File: src/rtl/wb_uart_tracer_pkg.sv
// Shared types and constants for the writeback trace serializer.
// Latency: none (declarations and a pure function only).
// Backpressure: none.
package wb_uart_tracer_pkg;

    // Serializer states; encoding kept explicit so waveforms stay readable.
    typedef enum logic [1:0] {
        ST_IDLE  = 2'd0,
        ST_START = 2'd1,
        ST_DATA  = 2'd2,
        ST_STOP  = 2'd3
    } tx_state_t;

    localparam logic [7:0] SYNC_BYTE   = 8'hA5;
    localparam int         FRAME_BYTES = 6;

    // One captured register write.
    typedef struct packed {
        logic [4:0]  rd;
        logic [31:0] data;
    } trace_rec_t;

    // Byte idx of the on-wire frame: sync, rd, then data MSB first.
    function automatic logic [7:0] frame_byte(input trace_rec_t rec, input logic [2:0] idx);
        logic [7:0] b;
        case (idx)
            3'd0:    b = SYNC_BYTE;
            3'd1:    b = {3'b000, rec.rd};
            3'd2:    b = rec.data[31:24];
            3'd3:    b = rec.data[23:16];
            3'd4:    b = rec.data[15:8];
            3'd5:    b = rec.data[7:0];
            default: b = 8'h00;
        endcase
        return b;
    endfunction

endpackage

File: src/rtl/trace_fifo.sv
// Generic synchronous FIFO, power-of-two depth, combinational head read.
// Latency: a push is visible in o_count / o_pop_dat the cycle after its edge.
// Backpressure: a push while full is ignored unless a pop happens in the same cycle.
module trace_fifo #(
    parameter int WIDTH = 37,
    parameter int DEPTH = 8,
    localparam int AW   = $clog2(DEPTH),
    localparam int CW   = $clog2(DEPTH + 1)
) (
    input  logic             clk,
    input  logic             rst_n,
    input  logic             i_push,
    input  logic [WIDTH-1:0] i_push_dat,
    input  logic             i_pop,
    output logic [WIDTH-1:0] o_pop_dat,
    output logic             o_full,
    output logic             o_empty,
    output logic [CW-1:0]    o_count
);

    logic [WIDTH-1:0] r_mem [DEPTH];
    logic [AW-1:0]    r_wr_ptr;
    logic [AW-1:0]    r_rd_ptr;
    logic [CW-1:0]    r_count;
    logic             w_do_pop;
    logic             w_do_push;

    // A full FIFO can still take a push when the head leaves in the same cycle.
    assign w_do_pop  = i_pop && (r_count != '0);
    assign w_do_push = i_push && ((r_count != CW'(DEPTH)) || w_do_pop);

    assign o_pop_dat = r_mem[r_rd_ptr];
    assign o_full    = (r_count == CW'(DEPTH));
    assign o_empty   = (r_count == '0);
    assign o_count   = r_count;

    // Storage needs no reset; occupancy is defined by the pointers alone.
    always_ff @(posedge clk) begin
        if (w_do_push) begin
            r_mem[r_wr_ptr] <= i_push_dat;
        end
    end

    // Pointers wrap naturally at the power-of-two depth.
    always_ff @(posedge clk) begin
        if (!rst_n) begin
            r_wr_ptr <= '0;
            r_rd_ptr <= '0;
            r_count  <= '0;
        end else begin
            if (w_do_push) r_wr_ptr <= r_wr_ptr + AW'(1);
            if (w_do_pop)  r_rd_ptr <= r_rd_ptr + AW'(1);
            case ({w_do_push, w_do_pop})
                2'b10:   r_count <= r_count + CW'(1);
                2'b01:   r_count <= r_count - CW'(1);
                default: r_count <= r_count;
            endcase
        end
    end

endmodule

File: src/rtl/wb_uart_tracer.sv
// Captures writeback register writes and streams each as a 6-byte 8N1 UART frame.
// Latency: capture in cycle N -> FIFO pop at end of N+1 -> start bit on uart_tx from N+2.
// Backpressure: none upstream; captures arriving at a full FIFO are dropped and counted.
module wb_uart_tracer
    import wb_uart_tracer_pkg::*;
#(
    parameter int CLKS_PER_BIT = 434,
    parameter int DEPTH        = 8
) (
    input  logic        clk,
    input  logic        rst_n,
    input  logic        wb_write_en,
    input  logic [4:0]  wb_rd,
    input  logic [31:0] wb_data,
    output logic        uart_tx,
    output logic        busy,
    output logic [4:0]  fifo_count,
    output logic        overflow,
    output logic [7:0]  drop_count
);

    localparam int              CNT_W    = $clog2(CLKS_PER_BIT + 1);
    localparam logic [CNT_W-1:0] BIT_LAST = CNT_W'(CLKS_PER_BIT - 1);
    localparam int              FCW      = $clog2(DEPTH + 1);
    localparam logic [2:0]      BYTE_LAST = 3'(FRAME_BYTES - 1);

    tx_state_t        r_state;
    logic [CNT_W-1:0] r_clk_cnt;
    logic [2:0]       r_bit_idx;
    logic [2:0]       r_byte_idx;
    logic [7:0]       r_shift;
    trace_rec_t       r_rec;
    logic             r_tx;
    logic             r_overflow;
    logic [7:0]       r_drop_cnt;

    trace_rec_t       w_cap_rec;
    trace_rec_t       w_head_rec;
    logic             w_cap;
    logic             w_pop;
    logic             w_push;
    logic             w_drop;
    logic             w_full;
    logic             w_empty;
    logic [FCW-1:0]   w_count;
    logic             w_bit_end;

    // Writes to x0 carry no architectural effect and are not traced.
    assign w_cap     = wb_write_en && (wb_rd != 5'd0);
    assign w_pop     = (r_state == ST_IDLE) && !w_empty;
    assign w_drop    = w_cap && w_full && !w_pop;
    assign w_push    = w_cap && !w_drop;
    assign w_cap_rec = '{rd: wb_rd, data: wb_data};
    assign w_bit_end = (r_clk_cnt == BIT_LAST);

    assign uart_tx    = r_tx;
    assign busy       = (r_state != ST_IDLE);
    assign fifo_count = 5'(w_count);
    assign overflow   = r_overflow;
    assign drop_count = r_drop_cnt;

    trace_fifo #(
        .WIDTH ($bits(trace_rec_t)),
        .DEPTH (DEPTH)
    ) u_fifo (
        .clk        (clk),
        .rst_n      (rst_n),
        .i_push     (w_push),
        .i_push_dat (w_cap_rec),
        .i_pop      (w_pop),
        .o_pop_dat  (w_head_rec),
        .o_full     (w_full),
        .o_empty    (w_empty),
        .o_count    (w_count)
    );

    // Serializer: the line level is registered alongside each state change so it never glitches.
    always_ff @(posedge clk) begin
        if (!rst_n) begin
            r_state    <= ST_IDLE;
            r_clk_cnt  <= '0;
            r_bit_idx  <= '0;
            r_byte_idx <= '0;
            r_shift    <= '0;
            r_rec      <= '0;
            r_tx       <= 1'b1;
        end else begin
            case (r_state)
                ST_IDLE: begin
                    r_clk_cnt <= '0;
                    if (w_pop) begin
                        r_rec      <= w_head_rec;
                        r_byte_idx <= '0;
                        r_shift    <= SYNC_BYTE;
                        r_state    <= ST_START;
                        r_tx       <= 1'b0;
                    end
                end
                ST_START: begin
                    if (w_bit_end) begin
                        r_clk_cnt <= '0;
                        r_bit_idx <= '0;
                        r_state   <= ST_DATA;
                        r_tx      <= r_shift[0];
                    end else begin
                        r_clk_cnt <= r_clk_cnt + CNT_W'(1);
                    end
                end
                ST_DATA: begin
                    if (w_bit_end) begin
                        r_clk_cnt <= '0;
                        if (r_bit_idx == 3'd7) begin
                            r_state <= ST_STOP;
                            r_tx    <= 1'b1;
                        end else begin
                            r_bit_idx <= r_bit_idx + 3'd1;
                            r_shift   <= {1'b0, r_shift[7:1]};
                            r_tx      <= r_shift[1];
                        end
                    end else begin
                        r_clk_cnt <= r_clk_cnt + CNT_W'(1);
                    end
                end
                ST_STOP: begin
                    if (w_bit_end) begin
                        r_clk_cnt <= '0;
                        if (r_byte_idx == BYTE_LAST) begin
                            r_state <= ST_IDLE;
                            r_tx    <= 1'b1;
                        end else begin
                            r_byte_idx <= r_byte_idx + 3'd1;
                            r_shift    <= frame_byte(r_rec, r_byte_idx + 3'd1);
                            r_state    <= ST_START;
                            r_tx       <= 1'b0;
                        end
                    end else begin
                        r_clk_cnt <= r_clk_cnt + CNT_W'(1);
                    end
                end
                default: begin
                    r_state <= ST_IDLE;
                    r_tx    <= 1'b1;
                end
            endcase
        end
    end

    // Drop bookkeeping: overflow is sticky, the counter saturates instead of wrapping.
    always_ff @(posedge clk) begin
        if (!rst_n) begin
            r_overflow <= 1'b0;
            r_drop_cnt <= '0;
        end else if (w_drop) begin
            r_overflow <= 1'b1;
            if (r_drop_cnt != 8'hFF) r_drop_cnt <= r_drop_cnt + 8'd1;
        end
    end

endmodule

File: config.mk
export PLATFORM = sky130hd
export DESIGN_NAME = wb_uart_tracer
export DESIGN_NICKNAME = d
export VERILOG_FILES = /design/src/rtl/wb_uart_tracer_pkg.sv /design/src/rtl/trace_fifo.sv /design/src/rtl/wb_uart_tracer.sv
export SDC_FILE = /design/constraint.sdc
export NUM_CORES = 1
export LEC_CHECK = 0
export CAP_MARGIN = 20
export CORE_ASPECT_RATIO = 0.9
export CORE_MARGIN = 1
export CORE_UTILIZATION = 50
export CTS_CLUSTER_DIAMETER = 80
export DETAILED_ROUTE_END_ITERATION = 8
export MAX_ROUTING_LAYER = met4
export PLACE_DENSITY = 0.69
export SLEW_MARGIN = 40
export SYNTH_ARGS = -nofsm -noshare
export SYNTH_HDL_FRONTEND = slang
export SYNTH_SLANG_ARGS = --single-unit
export TNS_END_PERCENT = 5
File: constraint.sdc
create_clock -name clk -period 5.55 [get_ports clk]
set_input_delay 1.11 -clock clk [delete_from_list [all_inputs] [get_ports clk]]
set_output_delay 1.11 -clock clk [all_outputs]
set_load 0.05 [all_outputs]
Word-level counts from Yosys, hierarchy flattened
Memory sizes are Yosys's and may differ from the RTL's. A register that Yosys moved wholly into a read port is not among the register bits.
Index checks and enable logic that the tools add are counted.
Operators by class
  add/subtract/negate cells: 8
  eq/ne operators: 23
  mux-type cells: 34
  reduce and logical (&&, ||, !) cells: 30
Operators by type and width (number)
  $pmux W8 S6: 1
  $mux W8: 5
  $pmux W8 S3: 1
  $mux W3: 6
  $pmux W9 S2: 1
  $add A3 B1 Y3 const B: 4
  $eq A3 B3 Y1 const B: 4
  $ne A2 B2 Y1 const B: 6
  $pmux W3 S2: 2
  $reduce_and A4 Y1: 3
  $mux W2: 5
  $add A9 B1 Y9 const B: 1
  $eq A9 B9 Y1 const B: 1
  $mux W1: 9
  $mux W9: 1
  $add A8 B1 Y8 const B: 1
  $ne A8 B8 Y1 const B: 1
  $pmux W2 S4: 1
  $pmux W4 S2: 1
  $reduce_bool A2 Y1: 4
  $logic_and A1 B1 Y1: 7
  $eq A2 B2 Y1 const B: 3
  $eq A3 B2 Y1 const B: 2
  $reduce_and A6 Y1: 1
  19 further kinds: 24
Storage, ports and cells
  flip-flop bits (word level): 45
  bits in writable memories: 296
  word-level logic and storage cells: 107
  memories: 1
Memory list
  u_fifo.r_mem: depth 8, bits a word 37, rd ports 1, clocked after memory_dff 1, wr ports 1, line trace_fifo.sv:21  | logic [WIDTH-1:0] r_mem [DEPTH];

Longest topological paths before layout
  word-level depth: 10
  depth in mapped cells: 14

By module
A second synthesis with hierarchy kept.
Second synthesis, totals
  cell total of the unflattened synthesis: 924
  area, all modules: 15267.1 um^2
Modules (own cells, without submodules)
  trace_fifo: times used 1, cells an instance 510, area each 11847.6 um^2, sequential area each 9148.8 um^2
  wb_uart_tracer: times used 1, cells an instance 414, area each 3419.5 um^2, sequential area each 1441.4 um^2

Least setup slack after synthesis
OpenSTA, ideal clock, no wires.
  path type: register to register
  start point: register u_fifo.r_count[1], in the netlist u_fifo.o_count[1]
  end point: memory u_fifo.r_mem[0][0] (enable)
  library setup time: 0.524 ns
  arrival: 5.144 ns
  path slack: -0.118 ns
  cell stages (with the launch flop): 7
  buffers on the path: 2
  path through: dfxtp_1 -> clkbuf_1 -> nor4_1 -> nand2_1 -> clkbuf_1 -> nand2_1 -> nor4_1
On the way
  word-level cells in the longest chain between the ends: 10
RTL lines
  start, declared: line trace_fifo.sv:24  | logic [CW-1:0] r_count;
  start signal, assigned: line trace_fifo.sv:54  | 2'b10: r_count <= r_count + CW'(1);
  start signal, assigned: line trace_fifo.sv:55  | 2'b01: r_count <= r_count - CW'(1);
  start signal, assigned: line trace_fifo.sv:56  | default: r_count <= r_count;
  $logic_not A4 Y1: line trace_fifo.sv:34  | assign o_empty = (r_count == '0);
  $logic_not A1 Y1: line wb_uart_tracer.sv:50  | assign w_pop = (r_state == ST_IDLE) && !w_empty;
  $logic_and A1 B1 Y1: line wb_uart_tracer.sv:50
  $logic_not A1 Y1: line wb_uart_tracer.sv:51  | assign w_drop = w_cap && w_full && !w_pop;
  $logic_and A1 B1 Y1: line wb_uart_tracer.sv:51
  $logic_not A1 Y1: line wb_uart_tracer.sv:52  | assign w_push = w_cap && !w_drop;
  $logic_and A1 B1 Y1: line wb_uart_tracer.sv:52
  $logic_and A1 B1 Y1 *: line trace_fifo.sv:30  | assign w_do_push = i_push && ((r_count != CW'(DEPTH)) || w_do_pop);
  $mux W1 *: line trace_fifo.sv:39  | if (w_do_push) begin
  $mux W1 (implied by the code) *: line trace_fifo.sv:40  | r_mem[r_wr_ptr] <= i_push_dat;
  end, declared: line trace_fifo.sv:21
Every way passes the cells marked *; elsewhere a longest branch is shown, timed or not.

Worst setup path after layout
  start point: input port wb_rd[0]
  end point: register u_fifo.r_count[2], in the netlist u_fifo.o_count[2]
On the way
  word-level cells in the longest chain between the ends: 9
RTL lines
  start, declared: line wb_uart_tracer.sv:13  | input logic [4:0] wb_rd,
  $reduce_bool A5 Y1 *: line wb_uart_tracer.sv:49  | assign w_cap = wb_write_en && (wb_rd != 5'd0);
  $logic_and A1 B1 Y1 *: line wb_uart_tracer.sv:49
  $logic_and A1 B1 Y1 (2 in a row): line wb_uart_tracer.sv:51
  $logic_not A1 Y1: line wb_uart_tracer.sv:52
  $logic_and A1 B1 Y1 *: line wb_uart_tracer.sv:52
  $logic_and A1 B1 Y1 *: line trace_fifo.sv:30
  $eq A2 B1 Y1 or $eq A2 B2 Y1 (tied branches): line trace_fifo.sv:53  | case ({w_do_push, w_do_pop})
  $pmux W4 S2 or $reduce_bool A2 Y1 (tied branches)
Marks and branches as above.
A chain may end at the register's enable or synchronous reset.

==> flow_metrics.env <==
export IMPL_status="finished, final reports clean"
export IMPL_rsz0062_at_grt="no"
export IMPL_gr_usage_all_layers_pct=20.2
export IMPL_cts_tree="yes"
export IMPL_start_util_pct=51.5
export IMPL_cts_root_buf="clkbuf_16"
export IMPL_dpl_worst_slack_ps=1180
export IMPL_crit_type="in2reg"
export IMPL_synth_cell_types=64
export IMPL_intPower_mw=5.35
export IMPL_maxSlewViolCount=0
export IMPL_antenna_found_initial=0
export IMPL_p_switching_mw=2.10
export IMPL_detail_route_wirelength_um=29100
export IMPL_grt_pass1_vias=7960
export IMPL_synthFlopType="edfxtp_1"
export IMPL_skew_ps=13.7
export IMPL_syn_cell_area_um2=15100
export IMPL_p_comb_share_pct=21.4
export IMPL_required_ps=5990
export IMPL_ios=56
export IMPL_cp_end_kind="flip-flop"
export IMPL_dpl_cell_count=1301
export IMPL_synth_top_area_share_pct=59.0
export IMPL_p_sw_share_pct=28.2
export IMPL_holdWs_ps=468
export IMPL_synth_most_common_cell="edfxtp_1"
export IMPL_cts_buffer_depth=3
export IMPL_grt_max_degree=80
export IMPL_final_cells=1372
export IMPL_ys_top_cells_by_count="edfxtp_1 (296), dfxtp_1 (82), mux4_2 (74)"
export IMPL_insertion_delay_ps=530
export IMPL_syn_nets=949
export IMPL_arrival_ps=4290
export IMPL_ys_ff_latch=378
export IMPL_vdd_drop_max_mv=0.249
export IMPL_drive_gt1_share_pct=16.7
export IMPL_grt_overflow=0
export IMPL_crit_slowest_cell="or4_1"
export IMPL_pwr_share_clk_pct=32.1
export IMPL_dieArea_um2=30800
export IMPL_num_vias=8112
export IMPL_grt_pass1_wl_um=45900
export IMPL_synth_edf_count=296
export IMPL_final_hold_viol_count=0
export IMPL_hp_class="reg2reg"
export IMPL_path_cells="clkdlybuf4s50_1 > or4_1 > o21a_1 > nand2_1 > ha_1 > xor2_1 > ha_1 > a21oi_1 > xor2_1 > or3_1 > a21oi_1"
export IMPL_min_period_over_period_pct=69.3
export IMPL_synth_area_leaders="edfxtp_1 (59%), mux4_2 (11%), dfxtp_1 (11%), mux2i_1 (3.5%), a21oi_1 (1.8%)"
export IMPL_crit_path_max_fanout=9
export IMPL_die_x_um=185
export IMPL_portBuffers=54
export IMPL_postPlaceCellArea_um2=16000
export IMPL_die_height_um=167
export IMPL_fin_util_pct=58.9
export IMPL_startpoint_type="primary input"
export IMPL_cts_resized=0
export IMPL_drtIter0Drc=788
export IMPL_ant_nets=0
export IMPL_async_reset_ff_share_pct=0
export IMPL_avgSynthCellArea_um2=17.0
export IMPL_leakagePower_nw=5.49
export IMPL_fp_row_count=59
export IMPL_first_pass_iters=6
export IMPL_core_area_um2=29200
export IMPL_final_area_um2=17200
export IMPL_fmax_mhz=260
export IMPL_power_density_nw_per_um2=432
export IMPL_syn2layout_area_growth_pct=14.3
export IMPL_dp_hpwl_um=17000
export IMPL_n_antenna_cell=0
export IMPL_yosysWarnings=0
export IMPL_fin_ws_ps=1710
export IMPL_post_cts_buffers=0
export IMPL_netlist_instances=888
export IMPL_fin_tns_setup_ps=0
export IMPL_viasPerCell=5.91
export IMPL_max_cap_violations=0
export IMPL_drc=0
export IMPL_gp_congestion=0.839
export IMPL_cts_sinks=378
export IMPL_setup_viol=0
export IMPL_hold_buffers=0
export IMPL_ctsHtreeMaxLevel=2
export IMPL_ys_seq_area_share_pct=69.9
export IMPL_finalNetCount=1008
export IMPL_tightest_slew_ps=751
export IMPL_relSlewSlack_pct=49.9
export IMPL_cts_buffers=39
export IMPL_layout_min_cycle_time_ps=3840
export IMPL_power_total_mw=7.45
export IMPL_crit_path_max_incr_delay_ps=720
export IMPL_seqPwrFrac_pct=46.5
export IMPL_clk_pin_slew_ps=60
export IMPL_yosysTopAreaCell="edfxtp_1"
export IMPL_wire_per_inst_um=21.2
## worst paths after layout
kind | startpoint | to | slack (ps) | cells past startpoint
worst min-delay path | overflow | overflow | 470 | 1
worst max-delay path | wb_rd[0] | u_fifo.o_count[2] | 1710 | 11
worst max register to register | r_state[0] | u_fifo.o_count[2] | 2370 | 12
worst min register to register | overflow | overflow | 470 | 1
## worst max-delay path, delay by kind of cell
kind / cells / cell delay (ps)
adders and majority gates: 2 / 470
buffers and inverters: 1 / 550
and+or+nand+nor: 3 / 1340
AOI/OAI and AO/OA: 3 / 470
xor gates and xnor gates: 2 / 340
## area by class of cell
class | instances | area, um2
clock inverter | 13 | 78.8
clock buffer | 57 | 1080
fill | 2229 | 12000
timing repair buffer | 72 | 686
tap | 396 | 495
sequential | 378 | 10500
multi-input combinational | 445 | 4310
inverter | 11 | 41.3
## layout by cell type, fill, tap and decap left out, types with 26 or more instances in the layout
cell,count
clkdlybuf4s50_1,53
edfxtp_1,296
mux2i_1,52
clkbuf_16,39
nor2_1,26
dfxtp_1,79
o21ai_0,44
a21oi_1,53
nand2_1,30
mux4_2,74
## layer usage
layer | GRT usage, % | part of all wire [%] | vias up
li1 | - | - | 3665
met5 | - | 0 | -
met3 | 2.89 | 5.5 | 61
met1 | 29.9 | 47 | 4138
met4 | 6.07 | 2.6 | 0
met2 | 29.1 | 45 | 248
## flip-flops by register name, indices dropped and copies added, names as in the netlist
register,cells
r_rec,37
u_fifo.r_wr_ptr,3
r_byte_idx,3
r_bit_idx,3
u_fifo.o_count,4
u_fifo.r_rd_ptr,3
uart_tx,1
drop_count,8
r_state,2
r_clk_cnt,9
u_fifo.r_mem,296
overflow,1
r_shift,8
## power by group through the flow
stage | logic [mW] | clock network, mW | registers (mW)
after floorplan | 1.27 | 0 | 3.44
after global placement | 1.53 | 0 | 3.55
after detailed placement | 1.55 | 0 | 3.56
after CTS | 1.56 | 2.45 | 3.50
after global routing | 1.76 | 2.55 | 3.49
final | 1.60 | 2.39 | 3.46
## cells by family after synthesis
logic type | count (synthesis) | share of synthesized area (%)
other cells | 1 | 0.0249
xor+xnor | 14 | 0.814
buf+inv | 65 | 1.98
mux | 126 | 14.5
simple gates | 131 | 4.42
fa+ha+maj | 21 | 1.74
flops | 378 | 69.9
compound gates | 152 | 6.63
(Power assumes the default switching activity.)
==> variant 1, RTL diff (same settings) <==
`DEPTH` is set to 8 in 2 places; all go to 16.
--- a/src/rtl/trace_fifo.sv
+++ b/src/rtl/trace_fifo.sv
@@ -4,5 +4,5 @@
 module trace_fifo #(
     parameter int WIDTH = 37,
-    parameter int DEPTH = 8,
+    parameter int DEPTH = 16,
     localparam int AW   = $clog2(DEPTH),
     localparam int CW   = $clog2(DEPTH + 1)
--- a/src/rtl/wb_uart_tracer.sv
+++ b/src/rtl/wb_uart_tracer.sv
@@ -6,5 +6,5 @@
 #(
     parameter int CLKS_PER_BIT = 434,
-    parameter int DEPTH        = 8
+    parameter int DEPTH        = 16
 ) (
     input  logic        clk,
Formal check against the unedited RTL: same outputs for any inputs over 10 cycles, from zero or initial values and one cycle with rst_n low; that may be too few to reach the edited logic, so the function may still have changed.
==> variant 1 against the original RTL <==
  * Routed wire length up 94%
  * Count of clock-buffer cells in the layout up 44
  * Die area up 76%
  * Sequential share of layout area up 3.1 points
  * Non-clock buffer count up 20
  * Core utilization down 0.72 points
  * Power up 71%
  * Area after synthesis up 77%
  * Sequential cell count up 299
  * Global-route usage up 2.0 points
  * Clock skew up 0.0092 ns
  * Setup slack worse by 0.35 ns
  * Cell area up 76%
  * Highest routed layer unchanged
==> variant 1: results (changes against the original RTL) <==
• **mean number of vias per cell** 6.03, +2.0%
• **Post-Syn Instances** 1364, +54%
• **post-detail-place hpwl** 33400 um, +96%
• **data arrival time of the critical path** 4.67 ns, +0.38 ns
• **Port Buf Inserts** 55, +1.9%
• **final non-filler cell total** 2194, +60%
• **stage delay of the slowest cell on the critical path** 0.86 ns, +0.14 ns
• **number of optimization iterations in the first detailed-route pass** 7, +1
• **total routing resource utilization after global routing** 22.1%, +2.0 points
• **maximum fanout encountered on the critical timing path** 17, +8
• **Slew headroom** 43.7%, -6.2 points
• **end point of the worst hold path** r_shift[2]$_SDFFE_PN0P_
• **maximum number of pins on one net before global-route repair** 73, -8.8%
• **switch share** 26.3%, -1.9 points
• **first-pass GRT wire length** 85600 um, +86%
• **registers with the most flip-flops** u_fifo.r_mem x592, r_rec x37, r_clk_cnt x9
• **CTS Buf Count** 69, +77%
• **total placed instance area** 0.0282 sq mm, +76%
• **Critical Path Start** wb_rd[4]
• **xor and xnor area share after synthesis** 0.691%, -0.12 points
• **Post-Synth Adder-Cell Area** 1.17%, -0.57 points
• **number of antenna violations at the first check in global routing** 2, +2
• **run status** completed
• **number of design-rule violations left by the first detailed-router iteration** 1265, +61%
• **number of distinct library cells after synthesis** 57, -11%
• **final WL** 56400 um, +94%
variant 1: layer usage:
| metal | track usage, % | vias to the layer above | routed length, um |
|---|---|---|---|
| met4 | 5.71 | 0 | 1200 |
| met2 | 33.2 | 434 | 26900 |
| met1 | 31.4 | 6973 | 24600 |
| met3 | 4.14 | 86 | 3640 |
| li1 | - | 5744 | - |
| met5 | - | - | 0 |
variant 1: power by group through the flow:
stage                     sequential (mW)  clock [mW]  combinational [mW]
after floorplan                      5.98           0                1.83
after global placement               6.09           0                2.35
after detailed placement             6.07           0                2.42
after CTS                            5.96        4.51                2.43
after global routing                 5.99        4.72                2.59
final                                5.96        4.42                2.39
variant 1: cell type report:
type / instances / area (sq um) / area share, %
flip-flops and latches: 677 / 19500 / 64.3
multi-input cells: 598 / 6840 / 22.5
clock buffers: 101 / 1950 / 6.43
repair buffers: 92 / 928 / 3.06
well taps: 688 / 861 / 2.84
clock inverters: 24 / 209 / 0.689
inverters: 13 / 48.8 / 0.161
diodes: 1 / 2.50 / 0.00825
==> variant 2, RTL diff (config.mk and constraints unchanged) <==
Made on the original files. One comparison of `r_count` changes from == to >=.
--- a/src/rtl/trace_fifo.sv
+++ b/src/rtl/trace_fifo.sv
@@ -31,5 +31,5 @@
 
     assign o_pop_dat = r_mem[r_rd_ptr];
-    assign o_full    = (r_count == CW'(DEPTH));
+    assign o_full    = (r_count >= CW'(DEPTH));
     assign o_empty   = (r_count == '0);
     assign o_count   = r_count;
Behaviour: no difference found for any inputs over 10 cycles, from zero or initial values and one cycle with rst_n low; that may be too few to reach the edited logic, so the function may still have changed.
==> variant 2 against the original RTL <==
  * Routed wire length shrank 3.0%
  * Cell area rose by 0.54%
  * Sequential cell count unchanged
  * Sequential power grew 1%
  * Power increased by 4.5%
  * Setup slack improved by 0.26 ns
  * Area after synthesis shrank 0.17%
  * Critical path type unchanged
==> variant 2: results (changes against the original RTL) <==
• **run status** completed
• **number of nets in the synthesized netlist** 935, -1.5%
• **reg-to-reg startpoint** r_state[1]$_SDFFE_PN0P_
• **antenna diode count** 0, unchanged
• **Critical Path Start** wb_rd[0]
• **number of design-rule violations left by the first detailed-router iteration** 651, -17%
• **CTS Buf Count** 38, -2.6%
• **Net count, final** 999, -0.89%
• **mean number of vias per cell** 5.79, -2.1%
• **final non-filler cell total** 1365, -0.51%
• **share of post-route cells with drive strength above 1** 18.9%, +2.2 points
• **P_leak** 5.53 nW, +0.79%
• **slack of the worst reg-to-reg path** 2.43 ns, +0.06 ns
• **top post-synthesis cells by area** sky130_fd_sc_hd__edfxtp_1 (59%), sky130_fd_sc_hd__mux4_2 (11%), sky130_fd_sc_hd__dfxtp_1 (11%)
• **stage delay of the slowest cell on the critical path** 0.67 ns, -0.05 ns
• **count of cells resized by post-cts repair** 0, unchanged
• **worst setup timing slack at the placement stage** 1.49 ns, +0.307 ns
• **master of the slowest instance on the critical path** sky130_fd_sc_hd__or4_4
• **Detail Route met3 WL** 1440 um, -9.6%
• **min Tclk post-route** 3.58 ns, -0.261 ns
• **Post-Synth Adder-Cell Area** 1.66%, -0.080 points
• **async set-reset flop share out of synthesis** 0%, unchanged
• **via count of the first global-routing pass** 7909, -0.64%
• **sequential logic power** 3.50 mW, +1%
• **R2R cell count** 11, -1
• **post-route worst hold slack** 0.445 ns, -0.0228 ns
• **data arrival time of the critical path** 4.03 ns, -0.26 ns
• **Post-Route M1 WL** 13400 um, -1.7%
• **number of distinct library cells after synthesis** 69, +7.8%
• **Clock Skews** 0.0250 ns, +0.0113 ns
• **first-pass GRT wire length** 45500 um, -0.75%
• **number of enable-type register cells in the synthesized netlist** 296, unchanged
• **cell area power density** 449 mW/mm^2, +3.9%
• **share of the synthesized area in compound gates (AO/OA/AOI/OAI)** 7.19%, +0.56 points
• **met2 routed wirelength** 13000 um, -0.83%
• **number of optimization iterations in the first detailed-route pass** 5, -1
• **total routing resource utilization after global routing** 19.9%, -0.29 points
• **power drawn by the clock network** 2.61 mW, +9.2%
• **Slew headroom** 48.4%, -1.5 points
• **mux share of post-synthesis cell area** 14.3%, -0.18 points
• **post-detail-place hpwl** 16800 um, -1.3%
• **switch share** 27.9%, -0.27 points
• **clk buf depth** 3, unchanged
• **portion of the post-synthesis area used by sequential elements** 70.0%, +0.12 points
• **final WL** 28200 um, -3.0%
• **number of instances on the worst hold path** 2, +1
• **global placement routability congestion** 0.809, -3.6%
• **Post-Syn Instances** 875, -1.5%
• **most instantiated cells after synthesis** sky130_fd_sc_hd__edfxtp_1 (296), sky130_fd_sc_hd__dfxtp_1 (82), sky130_fd_sc_hd__mux4_2 (74), sky130_fd_sc_hd__a21oi_1 (58), sky130_fd_sc_hd__mux2i_1 (49)
• **Hold Startpoint** overflow$_SDFFE_PN0P_
• **cell count after placement** 1295, -0.46%
• **peak supply drop** 0.391 mV, +57%
• **total placed instance area** 0.0160 sq mm, -0.12%
• **xor and xnor area share after synthesis** 0.815%, +0.0014 points
• **end point of the worst hold path** overflow$_SDFFE_PN0P_
variant 2: cell count changes after synthesis, sizes merged, moves of 6 or more:
cell    delta
clkbuf     -9
nand3      -9
nand2      -9
a21oi     +11
nor2       +6
o31ai      +6
a221o      -6
a22oi      +8
variant 2: cells by family after synthesis:
| kind of cell | count (synthesis) |
|---|---|
| flip-flops | 378 |
| AO/OA/AOI/OAI | 167 |
| multiplexers | 123 |
| AND/OR/NAND/NOR | 112 |
| buffers and inverters | 60 |
| adder cells (fa/ha/maj) | 20 |
| XOR/XNOR | 14 |
| other | 1 |
variant 2: layer usage:
metal  vias up  GRT usage, %
met2       199          29.6
met3        32          2.78
met5         -             -
met1      4032          29.5
met4         0          3.92
li1       3636             -
variant 2: layout make-up:
class	count	area, sq um
repair buffers	73	683
inverters	11	42.5
well taps	396	495
multi-input cells	437	4270
flip-flops and latches	378	10500
clock inverters	19	241
fillers	2193	11900
clock buffers	51	1050
